### config.mk
export PLATFORM = sky130hd
export DESIGN_NAME = alu_seq_ctrl
export DESIGN_NICKNAME = d
export VERILOG_FILES = /design/src/rtl/alu_pkg.sv /design/src/rtl/alu_seq_decode.sv /design/src/rtl/alu_seq_ctrl.sv
export SDC_FILE = /design/constraint.sdc
export NUM_CORES = 1
export LEC_CHECK = 0
export ABC_CLOCK_PERIOD_IN_PS = 3600
export BUFFER_PORTS_ARGS = -buffer_cell sky130_fd_sc_hd__buf_2
export CAP_MARGIN = 20
export CELL_PAD_IN_SITES_DETAIL_PLACEMENT = 0
export CELL_PAD_IN_SITES_GLOBAL_PLACEMENT = 2
export CORE_MARGIN = 2
export CORE_UTILIZATION = 29
export CTS_CLUSTER_SIZE = 24
export DETAILED_ROUTE_END_ITERATION = 10
export GPL_ROUTABILITY_DRIVEN = 0
export PLACE_DENSITY_LB_ADDON = 0.2
export SLEW_MARGIN = 20
export SYNTH_ARGS = -nofsm -noshare
export SYNTH_HDL_FRONTEND = slang
export SYNTH_HIERARCHICAL = 1
export SYNTH_SLANG_ARGS = --single-unit
### constraint.sdc
create_clock -name clk -period 3.6 [get_ports clk]
set_clock_uncertainty 0.15 [all_clocks]
set_input_delay 0 -clock clk [delete_from_list [all_inputs] [get_ports clk]]
set_output_delay 0 -clock clk [all_outputs]
set_load 0.01 [all_outputs]
### src/rtl/alu_pkg.sv
// Shared ALU operation codes, MIPS opcode/funct constants and controller state encoding.
// Imported by the datapath ALU and by the multi-cycle controller.
package alu_pkg;

   localparam logic [3:0] ALU_ADD  = 4'b0000;
   localparam logic [3:0] ALU_ADDI = 4'b0001;
   localparam logic [3:0] ALU_LW   = 4'b0010;
   localparam logic [3:0] ALU_SW   = 4'b0011;
   localparam logic [3:0] ALU_SLL  = 4'b0100;
   localparam logic [3:0] ALU_AND  = 4'b0101;
   localparam logic [3:0] ALU_ANDI = 4'b0110;
   localparam logic [3:0] ALU_NOR  = 4'b0111;

   localparam logic [5:0] OP_RTYPE = 6'h00;
   localparam logic [5:0] OP_ADDI  = 6'h08;
   localparam logic [5:0] OP_ANDI  = 6'h0C;
   localparam logic [5:0] OP_LW    = 6'h23;
   localparam logic [5:0] OP_SW    = 6'h2B;

   localparam logic [5:0] FUNCT_SLL = 6'h00;
   localparam logic [5:0] FUNCT_ADD = 6'h20;
   localparam logic [5:0] FUNCT_AND = 6'h24;
   localparam logic [5:0] FUNCT_NOR = 6'h27;

   typedef enum logic [2:0] {
      ST_IDLE   = 3'd0,
      ST_FETCH  = 3'd1,
      ST_DECODE = 3'd2,
      ST_EXEC   = 3'd3,
      ST_MEM    = 3'd4,
      ST_WB     = 3'd5
   } state_t;

endpackage

### src/rtl/alu_seq_decode.sv
// Combinational instruction decoder: maps opcode/funct onto ALU code and datapath steering.
// Only op[31:26] and funct[5:0] take part; register and immediate fields are ignored.
module alu_seq_decode
   import alu_pkg::*;
(
   input  logic [31:0] instr,
   output logic [3:0]  alu_ctrl,
   output logic        alu_src_imm,
   output logic        reg_dst_rd,
   output logic        is_mem,
   output logic        is_store,
   output logic        illegal
);

   logic [5:0] op_s;
   logic [5:0] funct_s;
   logic       unused_fields_s;

   assign op_s            = instr[31:26];
   assign funct_s         = instr[5:0];
   assign unused_fields_s = ^instr[25:6];

   // opcode/funct lookup; anything not listed is flagged illegal
   always_comb begin
      alu_ctrl    = ALU_ADD;
      alu_src_imm = 1'b0;
      reg_dst_rd  = 1'b0;
      is_mem      = 1'b0;
      is_store    = 1'b0;
      illegal     = 1'b0;
      case (op_s)
         OP_RTYPE: begin
            reg_dst_rd = 1'b1;
            case (funct_s)
               FUNCT_ADD: alu_ctrl = ALU_ADD;
               FUNCT_SLL: alu_ctrl = ALU_SLL;
               FUNCT_AND: alu_ctrl = ALU_AND;
               FUNCT_NOR: alu_ctrl = ALU_NOR;
               default: begin
                  reg_dst_rd = 1'b0;
                  illegal    = 1'b1;
               end
            endcase
         end
         OP_ADDI: begin
            alu_ctrl    = ALU_ADDI;
            alu_src_imm = 1'b1;
         end
         OP_ANDI: begin
            alu_ctrl    = ALU_ANDI;
            alu_src_imm = 1'b1;
         end
         OP_LW: begin
            alu_ctrl    = ALU_LW;
            alu_src_imm = 1'b1;
            is_mem      = 1'b1;
         end
         OP_SW: begin
            alu_ctrl    = ALU_SW;
            alu_src_imm = 1'b1;
            is_mem      = 1'b1;
            is_store    = 1'b1;
         end
         default: illegal = 1'b1;
      endcase
   end

endmodule

### src/rtl/alu_seq_ctrl.sv
// Multi-cycle MIPS control FSM: sequences fetch/decode/exec/mem/writeback, drives ALU code
// and datapath enables, handshakes the shared memory port and guards it with a watchdog.
module alu_seq_ctrl
   import alu_pkg::*;
#(
   parameter int TIMEOUT_CYCLES = 255,
   parameter int CNT_W          = 8
)(
   input  logic        clk,
   input  logic        rst_n,
   input  logic        run,
   input  logic [31:0] instr,
   input  logic        mem_ready,
   output logic        mem_req,
   output logic        mem_we,
   output logic        ir_write,
   output logic        pc_write,
   output logic [3:0]  alu_ctrl,
   output logic        alu_src_imm,
   output logic        reg_dst_rd,
   output logic        mem_to_reg,
   output logic        reg_write,
   output logic        retired,
   output logic        illegal,
   output logic        bus_error,
   output logic [2:0]  state_dbg
);

   localparam logic [CNT_W-1:0] WD_LAST = CNT_W'(TIMEOUT_CYCLES - 1);

   state_t           state_r;
   state_t           next_state_s;
   logic [CNT_W-1:0] wd_r;
   logic             bus_error_r;
   logic             waiting_s;
   logic             wd_expire_s;

   logic [3:0]       dec_alu_s;
   logic             dec_imm_s;
   logic             dec_rd_s;
   logic             dec_mem_s;
   logic             dec_store_s;
   logic             dec_illegal_s;

   logic [3:0]       lat_alu_r;
   logic             lat_imm_r;
   logic             lat_rd_r;
   logic             lat_mem_r;
   logic             lat_store_r;

   alu_seq_decode u_decode (
      .instr       (instr),
      .alu_ctrl    (dec_alu_s),
      .alu_src_imm (dec_imm_s),
      .reg_dst_rd  (dec_rd_s),
      .is_mem      (dec_mem_s),
      .is_store    (dec_store_s),
      .illegal     (dec_illegal_s)
   );

   // A wait cycle that would make the count reach TIMEOUT_CYCLES expires; mem_ready in that cycle wins.
   assign waiting_s   = ((state_r == ST_FETCH) || (state_r == ST_MEM)) && !mem_ready;
   assign wd_expire_s = waiting_s && (wd_r == WD_LAST);

   // state register, watchdog counter and sticky bus error
   always_ff @(posedge clk or negedge rst_n) begin
      if (!rst_n) begin
         state_r     <= ST_IDLE;
         wd_r        <= '0;
         bus_error_r <= 1'b0;
      end else begin
         state_r     <= next_state_s;
         bus_error_r <= bus_error_r | wd_expire_s;
         if (waiting_s && !wd_expire_s) begin
            wd_r <= wd_r + {{(CNT_W-1){1'b0}}, 1'b1};
         end else begin
            wd_r <= '0;
         end
      end
   end

   // decode result captured in DECODE and held through MEM/WB
   always_ff @(posedge clk or negedge rst_n) begin
      if (!rst_n) begin
         lat_alu_r   <= 4'b0000;
         lat_imm_r   <= 1'b0;
         lat_rd_r    <= 1'b0;
         lat_mem_r   <= 1'b0;
         lat_store_r <= 1'b0;
      end else if (state_r == ST_DECODE) begin
         lat_alu_r   <= dec_alu_s;
         lat_imm_r   <= dec_imm_s;
         lat_rd_r    <= dec_rd_s;
         lat_mem_r   <= dec_mem_s;
         lat_store_r <= dec_store_s;
      end else begin
         lat_alu_r   <= lat_alu_r;
         lat_imm_r   <= lat_imm_r;
         lat_rd_r    <= lat_rd_r;
         lat_mem_r   <= lat_mem_r;
         lat_store_r <= lat_store_r;
      end
   end

   // next-state and output decode; outputs derive from the async-reset state so they drop with rst_n
   always_comb begin
      next_state_s = state_r;
      mem_req      = 1'b0;
      mem_we       = 1'b0;
      ir_write     = 1'b0;
      pc_write     = 1'b0;
      alu_ctrl     = 4'b0000;
      alu_src_imm  = 1'b0;
      reg_dst_rd   = 1'b0;
      mem_to_reg   = 1'b0;
      reg_write    = 1'b0;
      retired      = 1'b0;
      illegal      = 1'b0;
      case (state_r)
         ST_IDLE: begin
            if (run && !bus_error_r) begin
               next_state_s = ST_FETCH;
            end else begin
               next_state_s = ST_IDLE;
            end
         end
         ST_FETCH: begin
            mem_req = 1'b1;
            if (mem_ready) begin
               ir_write     = 1'b1;
               pc_write     = 1'b1;
               next_state_s = ST_DECODE;
            end else if (wd_expire_s) begin
               next_state_s = ST_IDLE;
            end else begin
               next_state_s = ST_FETCH;
            end
         end
         ST_DECODE: begin
            if (dec_illegal_s) begin
               illegal      = 1'b1;
               next_state_s = ST_IDLE;
            end else begin
               next_state_s = ST_EXEC;
            end
         end
         ST_EXEC: begin
            alu_ctrl    = lat_alu_r;
            alu_src_imm = lat_imm_r;
            reg_dst_rd  = lat_rd_r;
            if (lat_mem_r) begin
               next_state_s = ST_MEM;
            end else begin
               next_state_s = ST_WB;
            end
         end
         ST_MEM: begin
            alu_ctrl    = lat_alu_r;
            alu_src_imm = lat_imm_r;
            reg_dst_rd  = lat_rd_r;
            mem_req     = 1'b1;
            mem_we      = lat_store_r;
            if (mem_ready) begin
               if (lat_store_r) begin
                  retired      = 1'b1;
                  next_state_s = ST_IDLE;
               end else begin
                  next_state_s = ST_WB;
               end
            end else if (wd_expire_s) begin
               next_state_s = ST_IDLE;
            end else begin
               next_state_s = ST_MEM;
            end
         end
         ST_WB: begin
            alu_ctrl     = lat_alu_r;
            alu_src_imm  = lat_imm_r;
            reg_dst_rd   = lat_rd_r;
            reg_write    = 1'b1;
            mem_to_reg   = lat_mem_r & ~lat_store_r;
            retired      = 1'b1;
            next_state_s = ST_IDLE;
         end
         default: begin
            next_state_s = ST_IDLE;
         end
      endcase
   end

   assign bus_error = bus_error_r;
   assign state_dbg = state_r;

endmodule

Word level (Yosys, flattened, before mapping) --
Cells that the tools add are included.
Word-level totals: output and inout port bits 18, RAM bits 0, bits in latches 0, memories kept 0, bits in registers 20, bits in read-only memories 0, bits of input ports 36
Cells by class: multipliers 0, multiplexer cells 33, shift-type cells 0, bitwise gates (word level) 3, reductions and logical operators 16, equal/unequal tests 13, divide/modulo/power cells 0, $add $sub $neg 1, $lt $le $gt $ge 0
Operators with widths (count):
- 6-bit == test (second input constant) | 5
- 1-bit two-way mux | 21
- 4-bit one-hot mux with 5 select lines | 1
- 3-bit one-hot mux with 5 select lines | 1
- 6-bit by 4-bit == test with 1-bit output (second input constant) | 2
- 6-bit logical NOT | 2
- 3-bit two-way mux | 3
- 3-bit one-hot mux with 3 select lines | 1
- 8-bit by 1-bit adder with 8-bit output (second input constant) | 1
- 8-bit == test (second input constant) | 1
- 8-bit two-way mux | 1
- 4-bit OR reduction | 2
- 3-bit by 2-bit == test with 1-bit output (second input constant) | 2
- 3-bit == test (second input constant) | 2
- 1-bit logical AND | 4
- 2-bit two-way mux | 2
- 4-bit two-way mux | 1
- 1-bit one-hot mux with 2 select lines | 2
- 2-bit OR reduction | 2
- 3-bit by 1-bit == test with 1-bit output (second input constant) | 1
- 1-bit logical NOT | 3
- 3-bit logical NOT | 1
- 3-bit OR reduction | 1
- 1-bit AND | 1
- other kinds (3) | 3

Logic depth before layout (Yosys ltp) --
depth in word-level cells 7, depth in mapped cells 6, gate-level depth less buffers 6

Modules after synthesis --
Netlist, hierarchy kept.
By module, submodules not included:
- alu_seq_ctrl | seq. area each 500.5 um^2, instances 1, area each 1067.3 um^2, cells an instance 100
- alu_seq_decode | seq. area each 0.0 um^2, instances 1, area each 191.4 um^2, cells an instance 29

Least setup slack after synthesis --
Ideal clock, no wire load.
path type register to register, from register state_r[2] (netlist: state_dbg[2]), to register lat_alu_r[0], period minus slack after synthesis 1.569 ns, library setup time 0.125 ns, cell stages (with the launch flop) 4, setup slack 2.031 ns, required time 3.325 ns, data arrival time 1.294 ns, cells stage by stage dfrtp_1 > clkbuf_2 > nor3b_4 > mux2_2
On the way: longest elaborated chain between the ends 1
Ends and longest elaborated chain:
- from (decl) | RTL line alu_seq_ctrl.sv:31 | state_t state_r;
- from (signal assigned) | RTL line alu_seq_ctrl.sv:72 | state_r <= next_state_s;
- 3-bit by 2-bit == test with 1-bit output | RTL line alu_seq_ctrl.sv:90 | end else if (state_r == ST_DECODE) begin
- to (signal assigned) | RTL line alu_seq_ctrl.sv:91 | lat_alu_r <= dec_alu_s;
- to (signal assigned) | RTL line alu_seq_ctrl.sv:97 | lat_alu_r <= lat_alu_r;
- to (decl) | RTL line alu_seq_ctrl.sv:45 | logic [3:0] lat_alu_r;
No other way between the ends. A chain may end at the register's enable or synchronous reset.

Final worst setup path --
from register state_r[0] (netlist: state_dbg[0]), to output alu_ctrl[0]
On the way: longest elaborated chain between the ends 3, elaborated cells between the ends (all ways) 5
Ends and longest elaborated chain:
- 3-bit == test or 3-bit by 2-bit == test with 1-bit output (tied branches) | RTL line alu_seq_ctrl.sv:119 | case (state_r)
- 3-bit OR reduction (no line) *
- 4-bit two-way mux * | RTL line alu_seq_ctrl.sv:119
- to (decl) | RTL line alu_seq_ctrl.sv:18 | output logic [3:0] alu_ctrl,
Every way passes the cells marked *; elsewhere a longest branch is shown, timed or not.

==> metrics.txt <==
Final setup viols=0; Initial DRC Count=31; post-synthesis sequential area ratio=0.3976; post-CTS resize count=0; nature of the critical path endpoint=primary output; end of the worst hold path=lat_store_r; Num CTS Buffers=3; met3 WL=176 um; RSZ-0062 raised after global routing=no; WL met1=1353 um; Die Wd=69.88 um; post-route ant nets=0; Psw=255.6 uW; Internal=475.0 uW; sequential fraction of design power=0.433; most frequent cells in the layout=33 x buf_2, 20 x dfrtp_1, 10 x and2_1; run status=complete, no violations; Buffers on Ports=33; H-tree depth=1; wire per inst=13.73 um; most common cell after layout, fill and taps aside=buf_2; Final min period=1.868 ns; Setup TNS Final=0 ns; period utilisation layout=0.5189; first-pass GRT wire length=5299 um; Syn Std Cell Area=1259 sq um; Area Growth Syn to Fin=21.77%; Seq cells post-synth=20; Worst EP required=3.45 ns; R2R setup slack=1.87 ns; initial antenna violation count=0; r2r endpoint=lat_alu_r[2]; GR Overflow Total=0; Slew Limit Headroom=0.6138; Post-Route WL=2925 um; # Max-Cap Violations=0; Placeable Area=4086 sq um; First-pass DRT Iterations=4; fmax=535.3 MHz; Setup Crit Path Kind=reg2out; leakage power=0.7294 nW; antenna diode count=0; vias in the first global route=1150; via count=1103; Hold Path Depth=4; placed inst area=1458 sq um; CP Launch Type=flop; met2 wire len=1371 um; Primary FF master, synth=dfrtp_1; Min-Delay Path Class=in2reg; crit path max fanout=11; reg2reg start=state_dbg[1]; via-per-instance ratio=5.178; maximum number of pins on one net before global-route repair=21; Final Hold Fails=0; Netlist cell types=48; Die Span Y=69.88 um; Initial Utilization=0.3080; clock root cell=clkbuf_8; P per Cell Area=476.7 nW/um^2; Worst-Margin Slew=0.5740 ns; sw frac=0.3498; Die Area=4883 sq um; Ys Warns=6; worst-skew pair later-pin latency=0.26 ns; Comb pwr share=0.333; detailed-route DRC error count=0; share of cells above drive strength 1=0.3067; fin nets=202; max layer used=met4; cells on worst reg2reg path=2; cell count after synthesis=129; Final Power=730.7 uW; Clk pin slew, worst setup/hold paths=0.07 ns; Tot GR Track Use=0.1323; post-route insts no fill=213; Post-synth ARST share=1.000; Fin Hold WS=0.04107 ns; Max VDD drop=243.2 uV; fin. max-slew vios=0; syn avg cell area=9.757 sq um; hpwl dp=2251 um; Num Clock Sinks=20; CP Data Arrival Time=1.72 ns; Post-synth EDFFs=0; FILL cells=432; Hold Crit Start=instr[29]; post-route cell area=1533 sq um; CTS tree=done; dpl cells=207; Rows=23; top-level I/O count=54; syn nets=167; Clock Power Share=0.234; maximum buffer depth of the clock tree=2
[worst max-delay path by stage]
stage	start	endpoint	slack, ns
final	state_dbg[0]	alu_ctrl[0]	1.73
after global routing	state_dbg[0]	alu_ctrl[2]	1.59
after CTS	state_dbg[0]	alu_ctrl[0]	1.68
after detailed placement	state_dbg[1]	lat_alu_r[2]	1.86
after global placement	state_dbg[1]	lat_imm_r	1.90
after floorplan	state_dbg[2]	lat_alu_r[0]	2.03
[cell usage after synthesis, types with 2 or more instances]
master / instances / share of area
xnor2_1: 2 / 0.014
and2_1: 10 / 0.050
nand2_1: 7 / 0.021
nor4_1: 2 / 0.0099
nor2b_1: 6 / 0.030
nand4_1: 3 / 0.015
o211ai_1: 3 / 0.018
a31oi_1: 2 / 0.0099
o31ai_1: 2 / 0.012
buf_4: 2 / 0.012
inv_1: 2 / 0.0060
mux2_2: 8 / 0.072
a21oi_1: 7 / 0.028
ha_1: 2 / 0.020
nand3_1: 4 / 0.016
dfrtp_1: 20 / 0.40
xor2_1: 3 / 0.021
and3b_1: 2 / 0.014
nand3b_1: 2 / 0.012
nor3b_1: 2 / 0.012
nor2_1: 9 / 0.027
nor3_1: 3 / 0.012
[what timing repair did]
action                     4_1_cts  5_1_grt
setup endpoints to repair        0        0
hold buffers                     2        0
hold endpoints to repair        23        0
setup buffers                    0        0
[stage by stage]
step | setup WS [ns] | util
global placement | 1.897 | 0.3567
floorplan | 2.031 | -
CTS | 1.681 | 0.3751
detailed placement | 1.860 | 0.3567
finish | 1.732 | 0.3751
global route | 1.593 | 0.3751
[power groups by stage]
stage | clock [mW] | sequential, mW | combinational [mW]
floorplan | 0 | 0.291 | 0.194
global placement | 0 | 0.321 | 0.244
detailed placement | 0 | 0.322 | 0.247
CTS | 0.181 | 0.317 | 0.249
global route | 0.188 | 0.324 | 0.274
finish | 0.171 | 0.317 | 0.243
[registers in the layout, summed over array words and instances (netlist names)]
name,count
lat_store_r,1
state_dbg,3
lat_imm_r,1
bus_error,1
lat_alu_r,4
lat_mem_r,1
lat_rd_r,1
wd_r,8
[worst max-delay path: stages (launching register included)]
cell and delay, ns:
dfrtp_1 0.60, nor2b_1 0.33, a21o_1 0.25, and2_1 0.15, buf_2 0.13
[cell families (layout without fill, tap and decap cells)]
logic type	Yosys count	after routing	share of synthesized area
AO/OA/AOI/OAI	25	25	0.1402
XOR/XNOR	5	5	0.03480
adder cells (fa/ha/maj)	2	2	0.01988
buffers and inverters	7	41	0.02882
flip-flops	20	20	0.3976
multiplexers	9	9	0.07953
other	1	1	0.002979
AND/OR/NAND/NOR	60	60	0.2962
[final cells by class]
class | instances | area [sq um] | share of cell area
clock buffer | 4 | 55.05 | 0.03592
inverter | 2 | 7.507 | 0.004898
multi-input combinational | 102 | 721.9 | 0.4710
sequential | 20 | 500.5 | 0.3265
tap | 50 | 62.56 | 0.04082
timing repair buffer | 35 | 185.2 | 0.1208
[layer usage]
metal	GRT usage	vias up
met2	0.2095	35
met3	0.03319	4
met1	0.1767	518
met5	0	-
met4	0.04274	0
li1	-	546
(Power assumes the default switching activity.)
